==> config.mk <==
export PLATFORM = sky130hd
export DESIGN_NAME = cpu_sequencer
export DESIGN_NICKNAME = d
export VERILOG_FILES = /design/src/rtl/cpu_sequencer.sv
export SDC_FILE = /design/constraint.sdc
export NUM_CORES = 1
export LEC_CHECK = 0
export CAP_MARGIN = 10
export CORE_AREA = 3 3 61 63
export DETAILED_ROUTE_END_ITERATION = 6
export DIE_AREA = 0 0 64 66
export PLACE_DENSITY_LB_ADDON = 0.1
export SYNTH_ARGS = -nofsm -noshare
export SYNTH_HDL_FRONTEND = slang
export SYNTH_SLANG_ARGS = --single-unit
export TNS_END_PERCENT = 1
==> constraint.sdc <==
create_clock -name clock -period 1.8 [get_ports clock]
set_input_delay 0.27 -clock clock [delete_from_list [all_inputs] [get_ports clock]]
set_output_delay 0.27 -clock clock [all_outputs]
set_load 0.005 [all_outputs]
==> src/rtl/cpu_sequencer.sv <==
// Cycle sequencer for the 2A03 core: tracks the T-state, latches the opcode on
// the fetch cycle, polls reset/NMI/IRQ and injects a forced BRK with its kind.
module cpu_sequencer #(
   parameter logic [7:0]  RESET_OPCODE = 8'h00,
   parameter int unsigned MAX_CYC      = 7
) (
   input  logic        clock,
   input  logic        reset,
   input  logic [7:0]  data_in,
   input  logic        rdy,
   input  logic        instr_done,
   input  logic        irq_mask,
   input  logic        nnmi,
   input  logic        nirq,
   output logic [7:0]  instr,
   output logic [2:0]  cyc_count,
   output logic        opcode_fetch,
   output logic        pc_inc,
   output logic [1:0]  int_kind,
   output logic [15:0] vector,
   output logic        jam
);

   localparam int unsigned CYC_W = 3;
   localparam logic [CYC_W-1:0] CYC_MAX = CYC_W'(MAX_CYC);

   typedef enum logic [1:0] {
      KIND_NONE  = 2'b00,
      KIND_RESET = 2'b01,
      KIND_NMI   = 2'b10,
      KIND_IRQ   = 2'b11
   } kind_e;

   logic [7:0]       instr_q, instr_d;
   logic [CYC_W-1:0] cyc_q, cyc_d;
   kind_e            kind_q, kind_d;
   kind_e            kind_next_q, kind_next_d;
   logic             jam_q, jam_d;
   logic             take_q, take_d;
   logic             pend_q, pend_d;
   logic             nmi_prev_q;
   logic             nmi_edge;

   // Next-state: NMI edge capture every cycle, everything else gated by rdy
   always_comb begin
      instr_d     = instr_q;
      cyc_d       = cyc_q;
      kind_d      = kind_q;
      kind_next_d = kind_next_q;
      jam_d       = jam_q;
      take_d      = take_q;
      nmi_edge    = nmi_prev_q & ~nnmi;
      pend_d      = pend_q | nmi_edge;
      if (rdy) begin
         if (cyc_q == '0) begin
            // fetch cycle: latch memory opcode or inject the forced BRK
            cyc_d = CYC_W'(1);
            if (take_q) begin
               instr_d = RESET_OPCODE;
               kind_d  = kind_next_q;
               take_d  = 1'b0;
               // a fresh edge arriving on the same cycle stays pending
               if (kind_next_q == KIND_NMI && !nmi_edge) begin
                  pend_d = 1'b0;
               end
            end else begin
               instr_d = data_in;
               kind_d  = KIND_NONE;
            end
         end else if (!jam_q) begin
            if (instr_done) begin
               cyc_d       = '0;
               take_d      = pend_q | (~nirq & ~irq_mask);
               kind_next_d = pend_q ? KIND_NMI : KIND_IRQ;
            end else if (cyc_q < CYC_MAX) begin
               cyc_d = cyc_q + CYC_W'(1);
            end else begin
               jam_d = 1'b1;
            end
         end
      end
   end

   // State registers with synchronous reset into the reset BRK sequence at T1
   always_ff @(posedge clock) begin
      if (reset) begin
         instr_q     <= RESET_OPCODE;
         cyc_q       <= CYC_W'(1);
         kind_q      <= KIND_RESET;
         kind_next_q <= KIND_NONE;
         jam_q       <= 1'b0;
         take_q      <= 1'b0;
         pend_q      <= 1'b0;
         nmi_prev_q  <= 1'b1;
      end else begin
         instr_q     <= instr_d;
         cyc_q       <= cyc_d;
         kind_q      <= kind_d;
         kind_next_q <= kind_next_d;
         jam_q       <= jam_d;
         take_q      <= take_d;
         pend_q      <= pend_d;
         nmi_prev_q  <= nnmi;
      end
   end

   // Vector decode from the active interrupt kind
   always_comb begin
      vector = 16'hFFFE;
      case (kind_q)
         KIND_RESET: vector = 16'hFFFC;
         KIND_NMI:   vector = 16'hFFFA;
         default:    vector = 16'hFFFE;
      endcase
   end

   assign instr        = instr_q;
   assign cyc_count    = cyc_q;
   assign int_kind     = kind_q;
   assign jam          = jam_q;
   assign opcode_fetch = (cyc_q == '0);
   assign pc_inc       = opcode_fetch & ~take_q;

endmodule

==> impl_metrics.yaml, run 1 <==
drt:
  first_iter_violations: 18
  via_count: 835
  detail_route.wl_per_cell_um: 11.94
  routed_via_density: 4.326
  drc: 0
  drt_first_pass_iters: 6
  postRouteAntennaNets: 0
  wl_um: 2305
placement:
  placed_cell_area_sq_mm: 0.001280
  gp_congestion: 0.7769
  hpwl_um: 1729
  numPortBuffers: 32
cells_and_area:
  layout_common_cells: "clkdlybuf4s50_1, dfxtp_1, conb_1"
  fin_util: 0.4080
  diodes: 0
  n_fill_cell: 347
  area_delta_synth_final_pct: 38.37
  final_area_sq_mm: 0.001340
  drive_above_1_share: 0.1224
  fin_nets: 165
  layout_commonest_cell: "clkdlybuf4s50_1"
critical_path:
  worst-path-buf-inv: 1
  crit_arrival_ps: 1300
  path_max_fanout: 4
  crit_type: "flop to output port"
  reg2reg_from: "cyc_count[0]"
  r2r_end: "cyc_count[2]"
  path_cells: "nand2b_1 > clkdlybuf4s50_1"
  cp_slowest_cell: "clkdlybuf4s50_1"
  worst_ep_required_time_ps: 1530
  endpoint_kind: "output port"
  rr_worst_depth: 5
  cp-start-kind: "flop"
  slowest_delay_ps: 500
  cp_top_family: "buffers and inverters"
  r2r_setup_slack_ps: 510
pwr:
  p_comb_frac: 0.210
  ir_drop_uv: 253.7
  p_sw_uw: 223.1
  switching_share: 0.2623
  clock_power_share: 0.254
  p_per_area_mw_per_mm2: 634.6
  total_power_uw: 850.4
  leakagePower_nw: 0.5378
  power_frac_seq: 0.536
  p_int_uw: 627.3
global_route:
  grt_max_degree: 13
  overflow: 0
  grt_pass1_vias: 765
  grt_use_total: 0.1087
  grt_pass1_wl_um: 3636
  antenna_found_initial: 0
timing:
  slew_viol_final: 0
  fin_tns_setup_ps: 0
  fmax_mhz: 637.6
  finClkSkew_ps: 7.049
  fin_crit_sh: 0.8713
  rsz0062_at_grt: "no"
  setup_viol: 0
  post-route-min-period_ps: 1568
  whs_ps: 438.2
  hold_violations: 0
worst_hold_path:
  hold_path_end: "pend_q"
  min_from: "nmi_prev_q"
  hold_path.class: "flop to flop"
  holdPathStages: 2
floorplanning:
  die_area_sq_mm: 0.004224
  die_w_um: 64
  start_util: 0.2949
  die_h_um: 66
  io_pins: 47
  rows: 21
  core-area_sq_mm: 0.003284
yosys:
  synth-warning-count: 0
  yosysUniqueCellTypes: 30
  synth_area_sq_um: 968.4
  synth_seq_area_share: 0.3928
  postSynthCellCount: 111
  syn_area_per_cell_sq_um: 8.725
  ys_ff_latch: 19
clocking:
  clk_path_buf_depth: 2
  root_buffer: "clkbuf_4"
  cts_tree: "built"
  cts-htree-levels: 1
  clock_sinks: 19
  cts_hold_buf: 0
  clkTransAtPathRegs_ps: 110
  numCtsBuffers: 3
  clk_latency_ps: 290
status:
  status: "finished, final reports clean"
run:
  maxCapViolations: 0
## worst min-delay path: cells and delay by family (launching register included)
family	cells	cell delay, ps
buf+inv	1	40
flops	1	310
compound gates	1	60
## routing by layer
layer	GRT usage	vias up	part of all wire
met4	0.04043	0	0.0082
met1	0.1449	376	0.48
met3	0.02381	4	0.061
li1	-	420	-
met5	0	-	0
met2	0.1703	35	0.46
## worst max-delay path by stage
stage	from	endpoint	slack, ps	depth (start not counted)
after global placement	cyc_count[0]	pc_inc	230	5
after CTS	cyc_count[0]	opcode_fetch	5	5
after floorplan	cyc_count[0]	int_kind[0]	540	6
after global routing	int_kind[1]	vector[1]	150	2
after detailed placement	reset	take_q	190	4
final	int_kind[1]	vector[1]	230	2
## cell usage after synthesis (all sizes together)
cell          instances  share of area
a21oi                10          0.056
o21ai                 3          0.015
a31oi                 1         0.0065
nand3                 5          0.026
or2                   1         0.0065
a32o                  1          0.010
nor4b                 1         0.0090
o21a                  2          0.015
dfxtp                19           0.39
and4bb                1          0.013
and3b                 1         0.0090
nor2                  7          0.030
and4b                 1          0.010
dlymetal6s2s          1          0.013
nand2b                4          0.034
o311ai                2          0.018
inv                   5          0.019
buf                  17           0.13
mux2i                 1          0.010
nand3b               10          0.078
conb                  2         0.0078
o221a                 1          0.012
ha                    2          0.026
nand2                13          0.050
## metrics by stage
stage	cells	setup slack [ps]
2_1_floorplan	123	544.1
5_1_grt	193	154.5
3_5_place_dp	187	193.6
3_3_place_gp	187	228.7
6_report	193	231.6
4_1_cts	193	5.274
## power groups by stage
stage          combinational (mW)  clock, mW  sequential (mW)
2_1_floorplan               0.101          0            0.465
3_3_place_gp                0.168          0            0.466
3_5_place_dp                0.168          0            0.467
4_1_cts                     0.181      0.232            0.456
5_1_grt                     0.198      0.250            0.459
6_report                    0.178      0.216            0.456
## cell families after synthesis
logic type | after synthesis | synth area share
AND/OR/NAND/NOR | 44 | 0.2649
buffers and inverters | 23 | 0.1654
AO/OA/AOI/OAI | 20 | 0.1331
multiplexers | 1 | 0.01034
other | 2 | 0.007755
flip-flops | 19 | 0.3928
adder cells (fa/ha/maj) | 2 | 0.02584
## area by class of cell
cell class,instances,area (sq um),area share
inverters,5,18.77,0.01401
flip-flops and latches,19,385.4,0.2876
multi-input cells,81,485.5,0.3623
clock buffers,4,26.28,0.01961
well taps,46,57.56,0.04295
repair buffers,38,366.6,0.2736
## timing repair
action | CTS | global route
setup endpoints to repair | 2 | 1
buffers inserted | 2 | 0
gates resized for setup | 7 | 2
pin swaps | 0 | 1
hold endpoints to repair | 0 | 0
## flip-flops by register name (all words and copies together) (netlist names)
| name | count |
|---|---|
| nmi_prev_q | 1 |
| instr | 8 |
| cyc_count | 3 |
| kind_next_q | 2 |
| pend_q | 1 |
| jam | 1 |
| take_q | 1 |
| int_kind | 2 |
Note: power is estimated with default switching activity, not from simulation.
==> run 2: changes to the inputs <==
==> constraint.sdc (replaced) <==
create_clock -name clock -period 1.8 [get_ports clock]
set_input_delay 0.27 -clock clock [delete_from_list [all_inputs] [get_ports clock]]
set_output_delay 0.27 -clock clock [all_outputs]
set_load 0.01 [all_outputs]
==> impl_metrics.yaml, run 2 (synthesis results as in run 1) <==
timing:
  whs_ps: 447.1
  slew_viol_final: 0
  rsz0062_at_grt: "no"
  fmax_mhz: 612.5
  fin_crit_sh: 0.9071
  setup_viol: 0
  finClkSkew_ps: 1.463
  post-route-min-period_ps: 1633
  hold_violations: 0
  fin_tns_setup_ps: 0
cells_and_area:
  largest_reg_flops: 8
  diodes: 0
  n_fill_cell: 347
  multi_input_area_sq_um: 475.5
  fin_nets: 163
  layout_common_cells: "clkdlybuf4s50_1, dfxtp_1, conb_1"
  area_delta_synth_final_pct: 35.01
  final_area_sq_mm: 0.001308
  final_cells: 191
  layout_commonest_cell: "clkdlybuf4s50_1"
  final-seq-area_sq_um: 381.6
  drive_above_1_share: 0.08966
critical_path:
  crit_arrival_ps: 1360
  endpoint_kind: "output port"
  rr_worst_depth: 6
  worst_ep_required_time_ps: 1530
  crit_type: "flop to output port"
  crit_start: "cyc_count[1]"
  reg2reg_from: "cyc_count[1]"
  path_max_fanout: 5
  cp-start-kind: "flop"
global_route:
  antenna_found_initial: 0
  grt_pass1_wl_um: 3581
  overflow: 0
  grt_use_total: 0.1085
  grt_pass1_vias: 798
  grt_max_degree: 13
floorplanning:
  die_h_um: 66
  start_util: 0.2949
  die_w_um: 64
  die_area_sq_mm: 0.004224
  io_pins: 47
  core-area_sq_mm: 0.003284
  rows: 21
placement:
  numPortBuffers: 32
  dp_cells: 187
  hpwl_um: 1673
  gp_congestion: 0.7837
  placed_cell_area_sq_mm: 0.001280
clocking:
  cts_tree: "built"
  numCtsBuffers: 3
  clk_latency_ps: 290
  clk_path_buf_depth: 2
  cts_hold_buf: 0
  clkTransAtPathRegs_ps: 110
  root_buffer: "clkbuf_4"
  cts-htree-levels: 1
  clock_sinks: 19
pwr:
  clock_power_share: 0.252
  p_int_uw: 620.1
  p_comb_frac: 0.210
  p_per_area_mw_per_mm2: 650.1
  leakagePower_nw: 0.5159
  ir_drop_uv: 325.2
  total_power_uw: 850.0
  p_sw_uw: 230.0
  power_frac_seq: 0.538
  switching_share: 0.2706
worst_hold_path:
  min_from: "nmi_prev_q"
  holdPathStages: 2
  hold_path.class: "flop to flop"
status:
  status: "finished, final reports clean"
drt:
  via_count: 825
  drt_first_pass_iters: 4
  routed_via_density: 4.319
  wl_um: 2205
  first_iter_violations: 27
  detail_route.wl_per_cell_um: 11.54
  drc: 0
  postRouteAntennaNets: 0
run:
  maxCapViolations: 0
==> run 2: changes by cell type in the layout (fill, tap and decap cells not counted), sizes merged <==
cell          before  now
dlymetal6s2s       1    0
buf                6    4
dlygate4sd2        1    2
==> run 2: what timing repair did <==
action / CTS / global route
gates resized for setup: 4 / 0
endpoints found under the setup margin: 2 / 0
setup buffers: 0 / 0
==> run 2: critical path, cell delays in order, from the launching register on <==
cell and delay (ps):
dfxtp_1 400, inv_1 60, ha_2 200, nand2b_4 90, nor2_1 50, dlygate4sd2_1 270
==> run 2: per-stage QoR <==
| step | worst slack, ps | utilization |
|---|---|---|
| global placement | 206.1 | 0.3897 |
| CTS | 122.2 | 0.3981 |
| detailed placement | 155.0 | 0.3897 |
| global route | 38.53 | 0.3981 |
| finish | 167.3 | 0.3981 |
| floorplan | 503.4 | - |
==> run 2: area by class of cell <==
cell class	count	area share
clock buffers	4	0.02010
inverters	5	0.01435
multi-input cells	81	0.3636
flip-flops and latches	19	0.2919
well taps	46	0.04402
repair buffers	36	0.2660
==> run 2: routing by layer <==
layer / global-route usage / up-vias / part of all wire / wire length [um]
met5: 0 / - / 0 / 0
met4: 0.04852 / 0 / 0.0091 / 20
met3: 0.02721 / 2 / 0.082 / 181
met2: 0.1819 / 38 / 0.47 / 1033
met1: 0.1302 / 369 / 0.44 / 969
li1: - / 416 / - / -
==> run 2: path summary, 6_finish.rpt <==
path / to / slack, ps
max: pc_inc / 170
min: pend_q / 450
max reg2reg: instr[0] / 510
min reg2reg: pend_q / 450
==> run 2: power groups by stage <==
stage,clock network (mW),logic [mW],registers [mW]
global route,0.244,0.196,0.461
finish,0.214,0.179,0.458
CTS,0.228,0.180,0.458
detailed placement,0,0.181,0.467
global placement,0,0.183,0.466
floorplan,0,0.110,0.470
==> run 3: changes to the inputs <==
--- a/config.mk
+++ b/config.mk
@@ -9,6 +9,7 @@
 export CORE_AREA = 3 3 61 63
 export DETAILED_ROUTE_END_ITERATION = 6
 export DIE_AREA = 0 0 64 66
+export DONT_BUFFER_PORTS = 1
 export PLACE_DENSITY_LB_ADDON = 0.1
 export SYNTH_ARGS = -nofsm -noshare
 export SYNTH_HDL_FRONTEND = slang
==> impl_metrics.yaml, run 3 (synthesis results as in run 1) <==
critical_path:
  rr_worst_depth: 6
  r2r_end: "instr[1]"
  crit_type: "flop to output port"
  path_max_fanout: 6
  r2r_setup_slack_ps: 350
  reg2reg_from: "cyc_count[0]"
  endpoint_kind: "output port"
  crit_arrival_ps: 1320
  worst_ep_required_time_ps: 1530
  cp-start-kind: "flop"
worst_hold_path:
  hold_path_end: "instr[3]"
  holdPathStages: 1
  min_from: "reset"
  hold_path.class: "input port to flop"
global_route:
  grt_pass1_wl_um: 3036
  grt_use_total: 0.09337
  grt_pass1_vias: 642
  overflow: 0
  antenna_found_initial: 0
  grt_max_degree: 16
cells_and_area:
  diodes: 0
  layout_common_cells: "dfxtp_1, conb_1, nand2_1"
  n_fill_cell: 367
  largest_reg_flops: 8
  fin_nets: 130
  layout_commonest_cell: "dfxtp_1"
  area_delta_synth_final_pct: 1.421
  drive_above_1_share: 0.08929
placement:
  dp_slack_ps: 350.8
  hpwl_um: 1488
  numPortBuffers: 0
  gp_congestion: 0.7391
clocking:
  clock_sinks: 19
  numCtsBuffers: 3
  root_buffer: "clkbuf_4"
  cts-htree-levels: 1
  post-cts-setup-buffers: 0
  clkTransAtPathRegs_ps: 120
  clk_latency_ps: 300
  clk_path_buf_depth: 2
  cts_tree: "built"
timing:
  whs_ps: 18.20
  hold_violations: 0
  fin_ws_ps: 206.3
  slew_viol_final: 0
  fin_crit_sh: 0.8854
  finClkSkew_ps: 10.56
  fin_tns_setup_ps: 0
  setup_viol: 0
  fmax_mhz: 627.5
  rsz0062_at_grt: "no"
  post-route-min-period_ps: 1594
pwr:
  leakagePower_nw: 0.3879
  ir_drop_uv: 467.2
  p_per_area_mw_per_mm2: 798.4
status:
  status: "finished, final reports clean"
floorplanning:
  die_h_um: 66
  die_area_sq_mm: 0.004224
  die_w_um: 64
  rows: 21
  core-area_sq_mm: 0.003284
  start_util: 0.2949
  io_pins: 47
drt:
  first_iter_violations: 11
  detail_route.wl_per_cell_um: 12.85
  routed_via_density: 4.494
  postRouteAntennaNets: 0
  via_count: 710
  wl_um: 2031
  drc: 0
  drt_first_pass_iters: 4
run:
  maxCapViolations: 0
run 3: metrics by stage:
step                cells  power, mW  utilization  cell area (sq um)
floorplan             123     0.5805            -               1013
global placement      153     0.5719       0.2876              944.7
detailed placement    153     0.5727       0.2876              944.7
CTS                   157     0.7925       0.2960              972.2
global route          158     0.8306       0.2990              982.2
finish                158     0.7842       0.2990              982.2
run 3: where the power goes:
| group | internal, mW | leakage (nW) | switching, mW |
|---|---|---|---|
| logic | 0.0365 | 0.215 | 0.0606 |
| clock network | 0.0828 | 0.0177 | 0.136 |
| registers | 0.442 | 0.155 | 0.0266 |
run 3: worst max-delay path by stage:
stage	from	end	slack, ps	cells past startpoint
floorplan	cyc_count[0]	int_kind[0]	500	6
global placement	cyc_count[0]	int_kind[1]	390	6
detailed placement	cyc_count[0]	int_kind[0]	350	6
CTS	cyc_count[0]	pc_inc	180	4
global route	cyc_count[0]	pc_inc	100	4
finish	cyc_count[0]	pc_inc	210	4
run 3: worst max-delay path, stage by stage, from the launching register on:
cell,delay (ps)
dfxtp_1,410
inv_1,90
ha_1,230
nand2b_4,90
nor2_1,210
run 3: timing repair:
item                      4_1_cts  5_1_grt
resized for setup               0        0
hold endpoints to repair        0        4
hold buffers                    0        1
run 3: metal layers:
layer | wire [um] | vias to the layer above | GRT usage
met1 | 844 | 321 | 0.1033
met5 | 0 | - | 0
met3 | 231 | 2 | 0.05442
met4 | 13 | 0 | 0.01617
met2 | 942 | 37 | 0.1561
li1 | - | 350 | -
run 3: layout make-up:
class | count | area, sq um | share of cell area
Sequential cell | 19 | 380.4 | 0.3873
Clock buffer | 3 | 22.52 | 0.02293
Inverter | 5 | 18.77 | 0.01911
Timing Repair Buffer | 3 | 25.02 | 0.02548
Clock inverter | 1 | 5.005 | 0.005096
Tap cell | 46 | 57.56 | 0.05860
Multi-Input combinational cell | 81 | 473.0 | 0.4815
